==> src/rtl/sync_bidir_fifo_pkg.sv <==
// Shared types and constants for the bidirectional FIFO.
// State encoding, direction constants and the steady-state helper.
package bidir_fifo_pkg;

  typedef enum logic [1:0] {
    ST_A2B   = 2'd0,
    ST_B2A   = 2'd1,
    ST_DRAIN = 2'd2,
    ST_TURN  = 2'd3
  } state_t;

  localparam logic DIR_A_WRITES = 1'b1;
  localparam logic DIR_B_WRITES = 1'b0;

  function automatic state_t steady_of(input logic d);
    return (d == DIR_A_WRITES) ? ST_A2B : ST_B2A;
  endfunction

endpackage

==> src/rtl/sync_bidir_fifo_if.sv <==
// Port bundle of the bidirectional FIFO: both agents plus status.
// slave = FIFO side, master = the agents driving it.
interface sync_bidir_fifo_if #(
  parameter int DSIZE = 8,
  parameter int ASIZE = 4
);

  logic             dir_req;
  logic             dir;
  logic             dir_busy;

  logic             a_winc;
  logic [DSIZE-1:0] a_wdata;
  logic             a_rinc;
  logic [DSIZE-1:0] a_rdata;
  logic             a_full;
  logic             a_afull;
  logic             a_empty;
  logic             a_aempty;

  logic             b_winc;
  logic [DSIZE-1:0] b_wdata;
  logic             b_rinc;
  logic [DSIZE-1:0] b_rdata;
  logic             b_full;
  logic             b_afull;
  logic             b_empty;
  logic             b_aempty;

  logic [ASIZE:0]   level;
  logic             err;

  modport slave (
    input  dir_req,
    input  a_winc, a_wdata, a_rinc,
    input  b_winc, b_wdata, b_rinc,
    output dir, dir_busy,
    output a_rdata, a_full, a_afull,
    output a_empty, a_aempty,
    output b_rdata, b_full, b_afull,
    output b_empty, b_aempty,
    output level, err
  );

  modport master (
    output dir_req,
    output a_winc, a_wdata, a_rinc,
    output b_winc, b_wdata, b_rinc,
    input  dir, dir_busy,
    input  a_rdata, a_full, a_afull,
    input  a_empty, a_aempty,
    input  b_rdata, b_full, b_afull,
    input  b_empty, b_aempty,
    input  level, err
  );

endinterface

==> src/rtl/sync_bidir_fifo_core.sv <==
// Single-direction FIFO core: RAM, pointers, level and registered flags.
// SYNC_BIDIR_FIFO_FWFT_EN selects first-word fall-through read data.
module sync_fifo_core
  import bidir_fifo_pkg::*;
#(
  parameter int DSIZE      = 8,
  parameter int ASIZE      = 4,
  parameter int AFULL_LVL  = 14,
  parameter int AEMPTY_LVL = 2
) (
  input  logic             clk,
  input  logic             rst_n,
  input  logic             clr,
  input  logic             winc,
  input  logic             rinc,
  input  logic [DSIZE-1:0] wdata,
  output logic [DSIZE-1:0] rdata,
  output logic             full,
  output logic             afull,
  output logic             empty,
  output logic             aempty,
  output logic [ASIZE:0]   level
);

  localparam int DEPTH = 1 << ASIZE;
  localparam logic [ASIZE:0] LV_MAX = DEPTH[ASIZE:0];
  localparam logic [ASIZE:0] LV_AF  = AFULL_LVL[ASIZE:0];
  localparam logic [ASIZE:0] LV_AE  = AEMPTY_LVL[ASIZE:0];

  logic [DSIZE-1:0] mem [DEPTH];
  logic [ASIZE-1:0] wptr;
  logic [ASIZE-1:0] rptr;
  logic [ASIZE:0]   lvl_q;
  logic [ASIZE:0]   lvl_nxt;
  logic             full_q;
  logic             afull_q;
  logic             empty_q;
  logic             aempty_q;
  logic             wr;
  logic             rd;

  // Flags are registered, so a write at full or a read at empty is dropped
  assign wr = winc & ~full_q;
  assign rd = rinc & ~empty_q;

  always_comb begin
    lvl_nxt = lvl_q;
    unique case ({wr, rd})
      2'b10:   lvl_nxt = lvl_q + 1'b1;
      2'b01:   lvl_nxt = lvl_q - 1'b1;
      default: lvl_nxt = lvl_q;
    endcase
  end

  always_ff @(posedge clk or negedge rst_n) begin
    if (!rst_n) begin
      wptr     <= '0;
      rptr     <= '0;
      lvl_q    <= '0;
      full_q   <= 1'b0;
      afull_q  <= 1'b0;
      empty_q  <= 1'b1;
      aempty_q <= 1'b1;
    end else if (clr) begin
      wptr     <= '0;
      rptr     <= '0;
      lvl_q    <= '0;
      full_q   <= 1'b0;
      afull_q  <= 1'b0;
      empty_q  <= 1'b1;
      aempty_q <= 1'b1;
    end else begin
      if (wr) wptr <= wptr + 1'b1;
      if (rd) rptr <= rptr + 1'b1;
      lvl_q    <= lvl_nxt;
      full_q   <= (lvl_nxt == LV_MAX);
      afull_q  <= (lvl_nxt >= LV_AF);
      empty_q  <= (lvl_nxt == '0);
      aempty_q <= (lvl_nxt <= LV_AE);
    end
  end

  always_ff @(posedge clk) begin
    if (wr) mem[wptr] <= wdata;
  end

`ifdef SYNC_BIDIR_FIFO_FWFT_EN
  assign rdata = empty_q ? '0 : mem[rptr];
`else
  logic [DSIZE-1:0] rdata_q;

  always_ff @(posedge clk or negedge rst_n) begin
    if (!rst_n) begin
      rdata_q <= '0;
    end else if (rd) begin
      rdata_q <= mem[rptr];
    end
  end

  assign rdata = rdata_q;
`endif

  assign full   = full_q;
  assign afull  = afull_q;
  assign empty  = empty_q;
  assign aempty = aempty_q;
  assign level  = lvl_q;

endmodule

==> src/rtl/sync_bidir_fifo.sv <==
// Bidirectional FIFO top: turnaround FSM, port steering and sticky err.
// SYNC_BIDIR_FIFO_FWFT_EN selects first-word fall-through read data.
module sync_bidir_fifo
  import bidir_fifo_pkg::*;
#(
  parameter int DSIZE      = 8,
  parameter int ASIZE      = 4,
  parameter int AFULL_LVL  = 14,
  parameter int AEMPTY_LVL = 2
) (
  input logic                clk,
  input logic                rst_n,
  sync_bidir_fifo_if.slave   bus
);

  state_t           state;
  logic             dir_q;
  logic             busy_q;
  logic             err_q;
  logic             steady;
  logic             a_wr;
  logic             drain_done;
  logic             misuse;

  logic             c_clr;
  logic             c_winc;
  logic             c_rinc;
  logic [DSIZE-1:0] c_wdata;
  logic [DSIZE-1:0] c_rdata;
  logic             c_full;
  logic             c_afull;
  logic             c_empty;
  logic             c_aempty;
  logic [ASIZE:0]   c_level;

  logic             a_full;
  logic             a_empty;
  logic             b_full;
  logic             b_empty;

  assign steady = (state == ST_A2B) | (state == ST_B2A);
  assign a_wr   = (dir_q == DIR_A_WRITES);

  // Writer reports full for the whole turnaround so its writes are refused
  assign a_full  = a_wr ? (c_full | ~steady) : 1'b1;
  assign b_full  = a_wr ? 1'b1 : (c_full | ~steady);
  assign a_empty = a_wr ? 1'b1 : c_empty;
  assign b_empty = a_wr ? c_empty : 1'b1;

  assign c_winc  = a_wr ? (bus.a_winc & ~a_full)
                        : (bus.b_winc & ~b_full);
  assign c_rinc  = a_wr ? (bus.b_rinc & ~b_empty)
                        : (bus.a_rinc & ~a_empty);
  assign c_wdata = a_wr ? bus.a_wdata : bus.b_wdata;
  assign c_clr   = (state == ST_TURN);

  // Forced flags fold wrong-side strobes into the full/empty misuse terms
  assign misuse = (bus.a_winc & a_full)
                | (bus.b_winc & b_full)
                | (bus.a_rinc & a_empty)
                | (bus.b_rinc & b_empty);

  assign drain_done =
    ((c_level - {{ASIZE{1'b0}}, c_rinc}) == '0);

  always_ff @(posedge clk or negedge rst_n) begin
    if (!rst_n) begin
      state  <= ST_A2B;
      dir_q  <= DIR_A_WRITES;
      busy_q <= 1'b0;
      err_q  <= 1'b0;
    end else begin
      err_q <= err_q | misuse;
      unique case (state)
        ST_A2B, ST_B2A: begin
          if (bus.dir_req != dir_q) begin
            state  <= ST_DRAIN;
            busy_q <= 1'b1;
          end
        end
        ST_DRAIN: begin
          if (bus.dir_req == dir_q) begin
            state  <= steady_of(dir_q);
            busy_q <= 1'b0;
          end else if (drain_done) begin
            state  <= ST_TURN;
          end
        end
        ST_TURN: begin
          state  <= steady_of(~dir_q);
          dir_q  <= ~dir_q;
          busy_q <= 1'b0;
        end
        default: begin
          state  <= ST_A2B;
          busy_q <= 1'b0;
        end
      endcase
    end
  end

  sync_fifo_core #(
    .DSIZE      (DSIZE),
    .ASIZE      (ASIZE),
    .AFULL_LVL  (AFULL_LVL),
    .AEMPTY_LVL (AEMPTY_LVL)
  ) u_core (
    .clk    (clk),
    .rst_n  (rst_n),
    .clr    (c_clr),
    .winc   (c_winc),
    .rinc   (c_rinc),
    .wdata  (c_wdata),
    .rdata  (c_rdata),
    .full   (c_full),
    .afull  (c_afull),
    .empty  (c_empty),
    .aempty (c_aempty),
    .level  (c_level)
  );

  assign bus.dir      = dir_q;
  assign bus.dir_busy = busy_q;
  assign bus.err      = err_q;
  assign bus.level    = c_level;

  assign bus.a_full   = a_full;
  assign bus.a_afull  = a_wr ? c_afull : 1'b1;
  assign bus.a_empty  = a_empty;
  assign bus.a_aempty = a_wr ? 1'b1 : c_aempty;
  assign bus.a_rdata  = a_wr ? '0 : c_rdata;

  assign bus.b_full   = b_full;
  assign bus.b_afull  = a_wr ? 1'b1 : c_afull;
  assign bus.b_empty  = b_empty;
  assign bus.b_aempty = a_wr ? c_aempty : 1'b1;
  assign bus.b_rdata  = a_wr ? c_rdata : '0;

endmodule
==> src/flat_wrapper.sv <==
// flat-port wrapper written by rule: the top's interface ports become plain ports
module sync_bidir_fifo_flat import bidir_fifo_pkg::*;
#(
  parameter int DSIZE      = 8,
  parameter int ASIZE      = 4,
  parameter int AFULL_LVL  = 14,
  parameter int AEMPTY_LVL = 2
)
  (clk, rst_n, bus_dir_req, bus_a_winc, bus_a_wdata, bus_a_rinc, bus_b_winc, bus_b_wdata, bus_b_rinc, bus_dir, bus_dir_busy, bus_a_rdata, bus_a_full, bus_a_afull, bus_a_empty, bus_a_aempty, bus_b_rdata, bus_b_full, bus_b_afull, bus_b_empty, bus_b_aempty, bus_level, bus_err);
  sync_bidir_fifo_if #(.DSIZE(DSIZE), .ASIZE(ASIZE)) bus_i ();
  input logic clk;
  input logic rst_n;
  input wire logic [$bits(bus_i.dir_req)-1:0] bus_dir_req;
  input wire logic [$bits(bus_i.a_winc)-1:0] bus_a_winc;
  input wire logic [$bits(bus_i.a_wdata)-1:0] bus_a_wdata;
  input wire logic [$bits(bus_i.a_rinc)-1:0] bus_a_rinc;
  input wire logic [$bits(bus_i.b_winc)-1:0] bus_b_winc;
  input wire logic [$bits(bus_i.b_wdata)-1:0] bus_b_wdata;
  input wire logic [$bits(bus_i.b_rinc)-1:0] bus_b_rinc;
  output wire logic [$bits(bus_i.dir)-1:0] bus_dir;
  output wire logic [$bits(bus_i.dir_busy)-1:0] bus_dir_busy;
  output wire logic [$bits(bus_i.a_rdata)-1:0] bus_a_rdata;
  output wire logic [$bits(bus_i.a_full)-1:0] bus_a_full;
  output wire logic [$bits(bus_i.a_afull)-1:0] bus_a_afull;
  output wire logic [$bits(bus_i.a_empty)-1:0] bus_a_empty;
  output wire logic [$bits(bus_i.a_aempty)-1:0] bus_a_aempty;
  output wire logic [$bits(bus_i.b_rdata)-1:0] bus_b_rdata;
  output wire logic [$bits(bus_i.b_full)-1:0] bus_b_full;
  output wire logic [$bits(bus_i.b_afull)-1:0] bus_b_afull;
  output wire logic [$bits(bus_i.b_empty)-1:0] bus_b_empty;
  output wire logic [$bits(bus_i.b_aempty)-1:0] bus_b_aempty;
  output wire logic [$bits(bus_i.level)-1:0] bus_level;
  output wire logic [$bits(bus_i.err)-1:0] bus_err;
  assign bus_i.dir_req = bus_dir_req;
  assign bus_i.a_winc = bus_a_winc;
  assign bus_i.a_wdata = bus_a_wdata;
  assign bus_i.a_rinc = bus_a_rinc;
  assign bus_i.b_winc = bus_b_winc;
  assign bus_i.b_wdata = bus_b_wdata;
  assign bus_i.b_rinc = bus_b_rinc;
  assign bus_dir = bus_i.dir;
  assign bus_dir_busy = bus_i.dir_busy;
  assign bus_a_rdata = bus_i.a_rdata;
  assign bus_a_full = bus_i.a_full;
  assign bus_a_afull = bus_i.a_afull;
  assign bus_a_empty = bus_i.a_empty;
  assign bus_a_aempty = bus_i.a_aempty;
  assign bus_b_rdata = bus_i.b_rdata;
  assign bus_b_full = bus_i.b_full;
  assign bus_b_afull = bus_i.b_afull;
  assign bus_b_empty = bus_i.b_empty;
  assign bus_b_aempty = bus_i.b_aempty;
  assign bus_level = bus_i.level;
  assign bus_err = bus_i.err;
  sync_bidir_fifo #(.DSIZE(DSIZE), .ASIZE(ASIZE), .AFULL_LVL(AFULL_LVL), .AEMPTY_LVL(AEMPTY_LVL)) u_core (.clk(clk), .rst_n(rst_n), .bus(bus_i));
endmodule
==> config.mk <==
export PLATFORM = sky130hd
export DESIGN_NAME = sync_bidir_fifo_flat
export DESIGN_NICKNAME = d
export VERILOG_FILES = /design/src/rtl/sync_bidir_fifo_pkg.sv /design/src/rtl/sync_bidir_fifo_if.sv /design/src/rtl/sync_bidir_fifo_core.sv /design/src/rtl/sync_bidir_fifo.sv /design/src/flat_wrapper.sv
export SDC_FILE = /design/constraint.sdc
export NUM_CORES = 1
export LEC_CHECK = 0
export BUFFER_PORTS_ARGS = -buffer_cell sky130_fd_sc_hd__buf_2
export CAP_MARGIN = 20
export CORE_MARGIN = 3
export CORE_UTILIZATION = 46
export DETAILED_ROUTE_END_ITERATION = 7
export PLACE_DENSITY_LB_ADDON = 0.12
export SYNTH_ARGS = -nofsm -noshare
export SYNTH_HDL_FRONTEND = slang
export SYNTH_SLANG_ARGS = --single-unit
==> constraint.sdc <==
create_clock -name clk -period 3.35 [get_ports clk]
set_clock_uncertainty 0.2 [all_clocks]
set_input_delay 0.335 -clock clk [delete_from_list [all_inputs] [get_ports clk]]
set_output_delay 0.335 -clock clk [all_outputs]
set_load 0.05 [all_outputs]
== Yosys cells after proc, flatten, opt, wreduce, memory -nomap -nowiden ==
Memories as Yosys holds them, arrays and structs flattened. A register that Yosys moved wholly into a read port is not among the register bits.
Index checks and enable logic that the tools add are counted.

* Memories kept: 1
* Memory bits (writable): 128
* Input port bits: 23
* Flip-flop bits (word level): 22
* Output and inout port bits: 32
* Logic and storage cells: 97

{| class="wikitable"
|+ Memories
! memory !! depth !! bits a word !! read ports !! clocked after Yosys merged registers in !! wr ports !! line !! text
|-
| u_core.u_core.mem || 16 || 8 || 1 || 1 || 1 || sync_bidir_fifo_core.sv:30 || <nowiki>logic [DSIZE-1:0] mem [DEPTH];</nowiki>
|}

* Bitwise gates (word level): 24
* Eq/ne operators: 11
* Reduce and logical (&&, ||, !) cells: 9
* Order comparisons: 2
* Add/sub/neg operators: 5
* Muxes and demuxes: 34

{| class="wikitable"
|+ Operators by type and width
! operator !! number
|-
| $mux 8 || 3
|-
| $mux 1 || 20
|-
| $mux 4 || 4
|-
| $and 1x1->1 || 10
|-
| $logic_not 5->1 || 2
|-
| $pmux 5 s2 || 1
|-
| $add 4x1->4 const B || 2
|-
| $not 1->1 || 8
|-
| $eq 2x2->1 const B || 3
|-
| $mux 2 || 3
|-
| $or 1x1->1 || 6
|-
| $pmux 2 s3 || 1
|-
| $add 5x1->5 const B || 1
|-
| $eq 5x5->1 const B || 1
|-
| $ge 5x4->1 const B || 1
|-
| $le 5x2->1 const B || 1
|-
| $mux 5 || 1
|-
| $sub 5x1->5 || 1
|-
| $sub 5x1->5 const B || 1
|-
| $eq 2x1->1 const B || 2
|-
| $ne 2x1->1 const B || 2
|-
| $reduce_and 2->1 || 2
|-
| $reduce_bool 2->1 || 2
|-
| $ne 3x1->1 const B || 1
|-
| other kinds (6) || 6
|}

== Depth between registers and ports, before layout ==
Gate-level depths: netlist of run 1.

* Depth after elaboration: 13
* Depth in mapped cells: 13
* Mapped depth without buffers: 11

== Cells and area by module ==
A second synthesis of run 1 with hierarchy kept.

* Cell total of the unflattened synthesis: 408
* Area, all modules: 6870.3 µm²

{| class="wikitable"
|+ Modules (own cells, without submodules)
! module !! cells each !! area each (µm²) !! times used !! sequential area each (µm²)
|-
| sync_fifo_core || 342 || 6296.0 || 1 || 4471.8
|-
| sync_bidir_fifo || 66 || 574.3 || 1 || 126.4
|}

== Worst setup path before layout of run 1 ==
OpenSTA, ideal clock, no wires.

* Kind: register to register
* Start point: reg u_core.dir_q, in the netlist u_core.bus.dir
* End point: reg u_core.u_core.full_q, in the netlist u_core.u_core.full
* Clock period less this slack: 3.517 ns
* Cell stages (with the launch flop): 14
* Setup time: 0.080 ns
* Required time: 3.070 ns
* Slack: -0.167 ns
* Path buffers: 2
* Arrival time: 3.237 ns
* Cells stage by stage: dfstp_2 buf_2 mux2i_1 or2_1 inv_1 ha_1 buf_2 xor2_1 ha_1 or3b_1 a32oi_1 xor2_1 or2b_2 nor3b_2

* Cells in the longest elaborated chain, start to end: 9
* Elaborated cells between the ends (all ways): 21
* Those cells by class: eq/ne: 3; mux: 8; bitwise: 10

{| class="wikitable"
|+ RTL lines
! element !! line !! text
|-
| start, declared || sync_bidir_fifo.sv:17 || <nowiki>logic dir_q;</nowiki>
|-
| start signal, assigned || sync_bidir_fifo.sv:91 || <nowiki>dir_q <= ~dir_q;</nowiki>
|-
| $mux 1 (on tied branches) || sync_bidir_fifo.sv:47, sync_bidir_fifo.sv:48 ||
|-
| $not 1->1 (on tied branches) || sync_bidir_fifo.sv:53, sync_bidir_fifo.sv:52 ||
|-
| $and 1x1->1 (on tied branches) || sync_bidir_fifo.sv:53, sync_bidir_fifo.sv:52 ||
|-
| $mux 1 * || sync_bidir_fifo.sv:52 || <nowiki>assign c_rinc = a_wr ? (bus.b_rinc & ~b_empty)</nowiki>
|-
| $and 1x1->1 * || sync_bidir_fifo_core.sv:44 || <nowiki>assign rd = rinc & ~empty_q;</nowiki>
|-
| net u_core.u_core.rd || sync_bidir_fifo_core.sv:40 || <nowiki>logic rd;</nowiki>
|-
| $eq 2x1->1 or $eq 2x2->1 (tied branches) || sync_bidir_fifo_core.sv:48 || <nowiki>unique case ({wr, rd})</nowiki>
|-
| $pmux 5 s2 * || sync_bidir_fifo_core.sv:48 ||
|-
| $eq 5x5->1 * || sync_bidir_fifo_core.sv:76 || <nowiki>full_q <= (lvl_nxt == LV_MAX);</nowiki>
|-
| $mux 1 * || sync_bidir_fifo_core.sv:64 || <nowiki>end else if (clr) begin</nowiki>
|-
| end signal, assigned || sync_bidir_fifo_core.sv:76 ||
|-
| end, declared || sync_bidir_fifo_core.sv:35 || <nowiki>logic full_q;</nowiki>
|}

The timed path passes the listed nets; every way through them passes the cells marked *.
A chain may end at the register's enable or synchronous reset.

== Worst setup path in the final report of run 1 ==
* Start point: reg u_core.dir_q, in the netlist u_core.bus.dir
* End point: reg u_core.u_core.afull_q, in the netlist u_core.u_core.afull

* Cells in the longest elaborated chain, start to end: 9
* Elaborated cells between the ends (all ways): 21
* Those cells by class: order compare: 1; eq/ne: 2; mux: 8; bitwise: 10

{| class="wikitable"
|+ RTL lines
! element !! line !! text
|-
| $mux 1 (on tied branches) || n/a ||
|-
| $not 1->1 (on tied branches) || n/a ||
|-
| $and 1x1->1 (on tied branches) || n/a ||
|-
| $mux 1 (on tied branches) || sync_bidir_fifo.sv:52, sync_bidir_fifo.sv:50 ||
|-
| $and 1x1->1 (on tied branches) || sync_bidir_fifo_core.sv:44, sync_bidir_fifo_core.sv:43 ||
|-
| $eq 2x1->1 or $eq 2x2->1 (tied branches) || sync_bidir_fifo_core.sv:48 ||
|-
| $pmux 5 s2 * || sync_bidir_fifo_core.sv:48 ||
|-
| $ge 5x4->1 * || sync_bidir_fifo_core.sv:77 || <nowiki>afull_q <= (lvl_nxt >= LV_AF);</nowiki>
|-
| $mux 1 * || sync_bidir_fifo_core.sv:64 ||
|-
| end signal, assigned || sync_bidir_fifo_core.sv:77 ||
|-
| end, declared || sync_bidir_fifo_core.sv:36 || <nowiki>logic afull_q;</nowiki>
|}

Every way passes the cells marked *; elsewhere a longest branch is shown, timed or not.

==> impl_metrics.ini, run 1 <==
[worst_setup_path]
critical_path_class = reg2reg
end_kind = register
critPathMaxFanout = 10
cp_data_required_time_ps = 3430
arrival_ps = 3210
critPathLaunchType = register
ff2ff_setup_slack_ps = 220

[power_and_ir_drop]
ir_drop_mv = 0.534
power_density_nw_per_um2 = 977
leakage_nw = 3.02

[detailed_routing]
via_per_inst = 5.53
drcViolationCount = 0
wl_per_cell_um = 21.1
met3WireLength_um = 763
drt-total-wl_um = 14400
drt.antenna.violating_nets = 0
top_layer = met4
firstDrtPassIters = 4
drt-met1-wl_um = 6640
drtIter0Drc = 328
wl_met2_um = 6870
dr_total_vias = 3774

[sta]
finalSetupTns_ps = 0
period_needed_ps = 3130
fmax_ghz = 0.319
drv_slew = 0
grt_setup_unrepaired = no
setup_viol = 0
hold_violations = 0
slew_headroom_pct = 30.0
period_share_pct = 93.6
tightestPinTransition_ps = 1050
setup_ws_ps = 216

[placement]
post-place-ws_ps = 141
place_hpwl_um = 9420
port_buffers = 54
placed_area_um2 = 7480
gp_congestion = 0.803

[yosys]
synth_top_cell_by_area = edfxtp_1
synth_top_area_share_pct = 54.7
synth_area_um2 = 7020
syn_nets = 449
ys_seq_elements = 158
ys_types = 56
seq_area_frac_synth_pct = 65.5
synthTopCellsByCount = edfxtp_1, dfrtp_1, mux2i_1, nor2_1, mux4_1
synth-simple-area-share_pct = 7.68
synth.top_cells.by_area = edfxtp_1, dfrtp_1, mux4_1
async_flop_share_pct = 19.0
syn_inst = 415
synth_edf_count = 128
synthFlopType = edfxtp_1
syn_area_per_cell_um2 = 16.9
synth.area.mux_share_pct = 15.6
synthXorXnorAreaFrac_pct = 1.37
synth_adder_area_share_pct = 1.96
synth_top_family_by_area = multiplexers
yosysWarnings = 0
yosysMostFrequentCell = edfxtp_1
synth_compound_area_share_pct = 4.17

[clocking]
clk_path_buf_depth = 2
htreeDepth = 4
cts_tree = built
cts_buffers = 17
clk_pin_slew_worst_paths_ps = 70
clock-root-buffer = clkbuf_16
cts.sinks = 158
insertion_delay_ps = 420
postCtsSetupRepairBufs = 0

[hold_path]
hold_path.class = in2reg

[job]
maxCapViolCount = 0

[floorplanning]
die_h_um = 130
placementRows = 44
die_x_um = 130
start_util_pct = 47.6
core_um2 = 14800
io_pins = 55
die_area_um2 = 16800

[final_layout]
final_cell_area_um2 = 8080
final_util_pct = 54.8
nets = 520
diodes = 0
layout-drive-gt1-share_pct = 27.7
fillCellCount = 1189
area_delta_synth_final_pct = 15.0

[global_routing]
antenna_found_initial = 0
grt_pass1_wl_um = 21900
grt.overflow.total = 0
grt_max_degree = 36
grt_pass1_vias = 3690
track_usage_pct = 18.2

[outcome]
status = complete, no violations
[state kept, by name (all words and copies together) (netlist names), 2 cells and up]
signal	cells
u_core.state	2
u_core.u_core.level	5
u_core.u_core.wptr	4
u_core.u_core.mem	128
u_core.u_core.rdata	8
u_core.u_core.rptr	4
[per-stage QoR]
step | total power, mW | instances | hold slack [ps]
floorplan | 5.43 | 415 | -161
global placement | 6.06 | 648 | 207
detailed placement | 6.12 | 648 | 223
CTS | 7.96 | 683 | 21.0
global route | 8.32 | 683 | 70.5
finish | 7.89 | 683 | 32.1
[timing repair]
| item | 4_1_cts | 5_1_grt |
|---|---|---|
| hold endpoints to repair | 28 | 0 |
| gates resized for setup | 0 | 1 |
| hold buffers | 3 | 0 |
| setup endpoints to repair | 0 | 2 |
[kinds of logic (layout without fill, tap and decap cells)]
family / after synthesis / in the layout
flops: 158 / 158
compound gates: 42 / 42
mux: 61 / 61
xor+xnor: 11 / 11
simple gates: 95 / 95
buf+inv: 37 / 121
fa+ha+maj: 11 / 11
[worst paths after layout]
| path | start | end | cells after the start |
|---|---|---|---|
| max | u_core.bus.dir | u_core.u_core.afull | 11 |
| min | bus_a_rinc | u_core.bus.err | 3 |
| max reg2reg | u_core.bus.dir | u_core.u_core.afull | 11 |
| min reg2reg | u_core.u_core.rdata[2] | u_core.u_core.rdata[2] | 1 |
| max in group asynchronous | rst_n | u_core.u_core.rptr[0] | 2 |
| min in group asynchronous | rst_n | u_core.u_core.wptr[3] | 2 |
[where the power goes]
part           internal [mW]  switching, mW  leakage (nW)
Sequential              2.55          0.317          1.52
Clock                   1.09          0.742         0.274
Combinational           1.21           1.98          1.23
[layer usage]
metal	vias to the layer above	global-route usage, %
met5	-	0
met4	0	5.32
met3	15	4.29
met2	105	28.6
met1	1893	25.6
li1	1761	-
[area by class of cell]
type                       instances  area, um^2  area share (%)
multi-input combinational        220        2180            27.0
clock buffer                      21         440            5.45
inverter                          12        45.0           0.558
tap                              184         230            2.85
clock inverter                    11         118            1.46
timing repair buffer              77         463            5.73
sequential                       158        4600            56.9
[layout by cell type, fill, tap and decap left out, types with 9 or more instances in the layout]
cell / Yosys / routed
o22ai_1: 9 / 9
mux4_1: 20 / 20
ha_1: 11 / 9
edfxtp_1: 128 / 128
mux4_2: 12 / 12
dfrtp_1: 27 / 26
nand2_1: 13 / 13
and2_1: 15 / 15
buf_4: 1 / 19
a21o_1: 10 / 10
mux2i_1: 21 / 20
clkbuf_16: 0 / 17
inv_1: 11 / 10
nor2b_1: 9 / 9
buf_2: 3 / 54
nor2_1: 21 / 21
[worst max-delay path, cell delays in order, from the launching register on]
cell     delay (ps)
dfstp_2         580
mux2i_2         290
nor3_4           90
inv_2           160
ha_4            210
xor2_1          170
ha_2            210
or3b_1          350
a32oi_1         220
xor2_1          260
or2b_4          190
o41ai_2          60
Note: power is estimated with default switching activity, not from simulation.
==> run 2: changes to the inputs <==
==> constraint.sdc (replaced) <==
create_clock -name clk -period 3.35 [get_ports clk]
set_clock_uncertainty 0.2 [all_clocks]
set_input_delay 0.335 -clock clk [delete_from_list [all_inputs] [get_ports clk]]
set_output_delay 0.335 -clock clk [all_outputs]
set_load 0.02 [all_outputs]
==> run 2 against run 1 <==
Total power decreased by 4.6%. Final cell count unchanged. Core utilization about the same. Sequential power decreased by 1%. Sequential cell count unchanged. Maximum frequency decreased by 0.56%. Critical path type unchanged. Largest cell class unchanged. Highest routed layer unchanged.
==> impl_metrics.ini, run 2 (synthesis gave the netlist of run 1 again) <==
[detailed_routing]
via_per_inst = 5.54
dr_total_vias = 3781
wl_per_cell_um = 20.6
drcViolationCount = 0
firstDrtPassIters = 4
drtIter0Drc = 243
drt-total-wl_um = 14000
drt.antenna.violating_nets = 0

[worst_setup_path]
critical_path_class = reg2reg
critPathMaxFanout = 7
path_buf_inv = 1
cp_top_family = simple AND/OR/NAND/NOR gates
cp_slowest_stage_delay_ps = 570
reg2reg_to = u_core.u_core.full
arrival_ps = 3290
critPathLaunchType = register
crit_end = u_core.u_core.full
cp_data_required_time_ps = 3490
path_cells = mux2i_1 -> or2_1 -> inv_2 -> ha_1 -> xor2_1 -> ha_1 -> or3b_1 -> a32oi_1 -> xor2_1 -> or2b_2 -> nor3b_2
cp-startpoint = u_core.bus.dir
end_kind = register
ff2ff_setup_slack_ps = 200
r2r_cells = 11
cp.depth = 11
reg2reg_from = u_core.bus.dir
crit_path_top_delay_cell = dfstp_2

[placement]
place_hpwl_um = 9310
gp_congestion = 0.883
port_buffers = 54
placed_area_um2 = 7470

[sta]
fmax_ghz = 0.317
slew_headroom_pct = 34.5
period_share_pct = 94.1
hold_violations = 0
finalSetupTns_ps = 0
tightestPinTransition_ps = 982
setup_viol = 0
grt_setup_unrepaired = no
period_needed_ps = 3150
drv_slew = 0

[floorplanning]
placementRows = 44
die_h_um = 130
start_util_pct = 47.6
core_um2 = 14800
die_area_um2 = 16800
io_pins = 55
die_x_um = 130

[global_routing]
antenna_found_initial = 0
met2_usage_pct = 27.3
use_met3_pct = 4.12
grt.busiest_layer = met2
track_usage_pct = 17.7
grt_pass1_vias = 3761
grt_use_met1_pct = 25.4
grt.overflow.total = 0
grt_pass1_wl_um = 21700
grt_max_degree = 36

[final_layout]
largest_reg_flops = 128
fillCellCount = 1152
final_cell_mix = edfxtp_1, buf_2, dfrtp_1
area_delta_synth_final_pct = 15.0
final_common_cell = edfxtp_1
diodes = 0
layout-drive-gt1-share_pct = 26.9
nets = 520
top_register = u_core.u_core.mem
final_cell_area_um2 = 8080

[clocking]
insertion_delay_ps = 420
cts_tree = built
post_cts_resize_count = 0
clk_path_buf_depth = 2
cts_buffers = 17
clock-root-buffer = clkbuf_16
holdBufCountCts = 3
cts.sinks = 158
clk_pin_slew_worst_paths_ps = 60
htreeDepth = 4
postCtsSetupRepairBufs = 0

[power_and_ir_drop]
power_density_nw_per_um2 = 932
leakage_nw = 3.03
ir_drop_mv = 0.484

[outcome]
status = complete, no violations

[hold_path]
min_from = bus_b_rinc
min_delay_path_depth = 3
hold_path.class = in2reg

[job]
maxCapViolCount = 0
-- run 2: how the worst min path moves through the flow --
stage                                  end  slack, ps
global placement    u_core.u_core.level[0]        230
global route                u_core.bus.err         50
finish                      u_core.bus.err         40
floorplan              u_core.bus.dir_busy       -160
detailed placement  u_core.u_core.level[0]        240
CTS                         u_core.bus.err         30
-- run 2: worst reg2reg max path, cell delays in order, from the launching register on --
cell	delay (ps)
dfstp_2	570
mux2i_1	210
or2_1	160
inv_2	90
ha_1	240
xor2_1	180
ha_1	210
or3b_1	350
a32oi_1	230
xor2_1	130
or2b_2	350
nor3b_2	150
-- run 2: layout make-up --
class	count	area (um^2)	area share, %
clock inverter	12	144	1.78
sequential	158	4600	56.9
inverter	12	45.0	0.557
multi-input combinational	220	2160	26.8
clock buffer	20	437	5.40
tap	184	230	2.85
timing repair buffer	77	463	5.73
-- run 2: metrics by stage --
stage	utilization [%]	hold WS [ps]	cells	worst slack [ps]	power [mW]
floorplan	-	-161	415	10.2	4.97
global placement	50.6	230	648	297	5.64
detailed placement	50.6	235	648	235	5.70
CTS	54.8	27.7	683	208	7.60
global route	54.8	46.4	683	23.0	7.97
finish	54.8	38.9	683	198	7.53
-- run 2: where the power goes --
group	switching, mW	internal, mW
Sequential	0.281	2.55
Clock	0.718	1.16
Combinational	1.61	1.20
-- run 2: metal layers --
metal | vias to the layer above | share of wire (%)
li1 | 1771 | -
met1 | 1896 | 48
met2 | 101 | 46
met3 | 13 | 5.0
met4 | 0 | 1.1
met5 | - | 0
==> run 3: changes to the inputs <==
--- a/config.mk
+++ b/config.mk
@@ -11,6 +11,7 @@
 export CORE_UTILIZATION = 46
 export DETAILED_ROUTE_END_ITERATION = 7
 export PLACE_DENSITY_LB_ADDON = 0.12
+export RECOVER_POWER = 50
 export SYNTH_ARGS = -nofsm -noshare
 export SYNTH_HDL_FRONTEND = slang
 export SYNTH_SLANG_ARGS = --single-unit
==> run 3 against run 2 <==
The flow now finishes with violations (max-capacitance violations, max-slew violations). Count of clock-buffer cells in the layout did not move. Core utilization fell by 0.16 points. Critical path depth did not move. Sequential power is essentially flat. Global-route usage unchanged. Sequential cell count stayed put. Clock power barely moved. Via count up 0.21%. Final cell count did not move. Combinational power fell by 1%.
==> impl_metrics.ini, run 3 (synthesis gave the netlist of run 1 again) <==
[outcome]
status = finished, violations left
violations = max-capacitance violations, max-slew violations

[final_layout]
layout-drive-gt1-share_pct = 23.0
top_register = u_core.u_core.mem
final_util_pct = 54.6
final_common_cell = edfxtp_1
largest_reg_flops = 128
diodes = 0
nets = 520
area_delta_synth_final_pct = 14.7
final_cell_mix = edfxtp_1, buf_2, dfrtp_1
fillCellCount = 1160

[global_routing]
grt_max_degree = 36
grt.overflow.total = 0
antenna_found_initial = 0
track_usage_pct = 17.7
grt_pass1_wl_um = 21700
grt_pass1_vias = 3761

[worst_setup_path]
reg2reg_from = u_core.bus.dir
cp_slowest_stage_delay_ps = 570
arrival_ps = 3290
ff2ff_setup_slack_ps = 200
critPathLaunchType = register
cp_data_required_time_ps = 3490
end_kind = register
critical_path_class = reg2reg
reg2reg_to = u_core.u_core.full
critPathMaxFanout = 7
path_cells = mux2i_1 -> or2_1 -> inv_2 -> ha_1 -> xor2_1 -> ha_1 -> or3b_1 -> a32oi_1 -> xor2_1 -> or2b_2 -> nor3b_2
r2r_cells = 11
crit_path_top_delay_cell = dfstp_2

[clocking]
postCtsSetupRepairBufs = 0
cts.sinks = 158
cts_tree = built
clk_pin_slew_worst_paths_ps = 60
insertion_delay_ps = 420
cts_buffers = 17
htreeDepth = 4
clock-root-buffer = clkbuf_16
clk_path_buf_depth = 2

[sta]
period_share_pct = 93.9
finalSetupTns_ps = 0
drv_slew = 31
hold_violations = 0
slew_headroom_pct = -13.7
setup_viol = 0
grt_setup_unrepaired = no
tightestPinTransition_ps = 1710
fmax_ghz = 0.318
period_needed_ps = 3150

[detailed_routing]
drt.antenna.violating_nets = 0
dr_total_vias = 3789
drcViolationCount = 0
drt-total-wl_um = 14100
drtIter0Drc = 236
via_per_inst = 5.55
wl_per_cell_um = 20.6
firstDrtPassIters = 4

[placement]
place_hpwl_um = 9310
gp_congestion = 0.883
port_buffers = 54

[floorplanning]
die_x_um = 130
placementRows = 44
die_area_um2 = 16800
die_h_um = 130
io_pins = 55
start_util_pct = 47.6
core_um2 = 14800

[job]
maxCapViolCount = 1

[power_and_ir_drop]
ir_drop_mv = 0.484
power_density_nw_per_um2 = 930
p_total_mw = 7.49
leakage_nw = 2.99

[hold_path]
min_delay_path_depth = 3
hold_path.class = in2reg
min_from = bus_b_rinc
hold_path_end = u_core.bus.err
run 3: changes by cell type in the layout (fill, tap and decap cells not counted), sizes merged:
cell,previous run,this run
buf,74,63
clkbuf,20,31
run 3: worst max-delay path by stage:
stage                               to  cells past startpoint  slack (ps)            from
finish              u_core.u_core.full                     11         200  u_core.bus.dir
global route        u_core.u_core.full                     11          20  u_core.bus.dir
CTS                 u_core.u_core.full                     11         210  u_core.bus.dir
detailed placement  u_core.u_core.full                     11         240  u_core.bus.dir
global placement    u_core.u_core.full                     11         300  u_core.bus.dir
floorplan           u_core.u_core.full                     13          10  u_core.bus.dir
run 3: per-layer routing:
layer | share of wire (%) | vias to the layer above | track usage, %
li1 | - | 1771 | -
met1 | 48 | 1901 | 25.4
met2 | 46 | 104 | 27.3
met3 | 4.8 | 13 | 4.12
met4 | 1.1 | 0 | 5.13
met5 | 0 | - | 0
run 3: cell type report:
cell class | instances | area, um^2 | share of cell area [%]
clock buffer | 20 | 437 | 5.42
clock inverter | 12 | 144 | 1.79
inverter | 12 | 45.0 | 0.559
multi-input combinational | 220 | 2160 | 26.8
sequential | 158 | 4600 | 57.1
tap | 184 | 230 | 2.86
timing repair buffer | 77 | 439 | 5.45
run 3: power by group:
| part | internal, mW | total [mW] | switching, mW |
|---|---|---|---|
| sequential | 2.56 | 2.84 | 0.281 |
| combinational | 1.16 | 2.77 | 1.62 |
| clock | 1.16 | 1.88 | 0.717 |
run 3: repair_timing:
action                                 CTS  global route
hold buffers                             3             0
resized for setup                        0             0
endpoints found under the hold margin   28             0
run 3: stage by stage:
step / hold WS (ps) / worst slack, ps / area, um^2 / instances
floorplan: -161 / 10.2 / 7020 / 415
global placement: 230 / 297 / 7470 / 648
detailed placement: 235 / 235 / 7470 / 648
CTS: 27.7 / 208 / 8080 / 683
global route: 46.4 / 24.6 / 8060 / 683
finish: 39.3 / 203 / 8060 / 683
run 3: critical path, delay by kind of cell (launching register included):
kind,cells,cell delay [ps]
simple gates,4,1010
flops,1,570
xor+xnor,2,310
mux,1,210
buf+inv,1,90
compound gates,1,230
fa+ha+maj,2,440
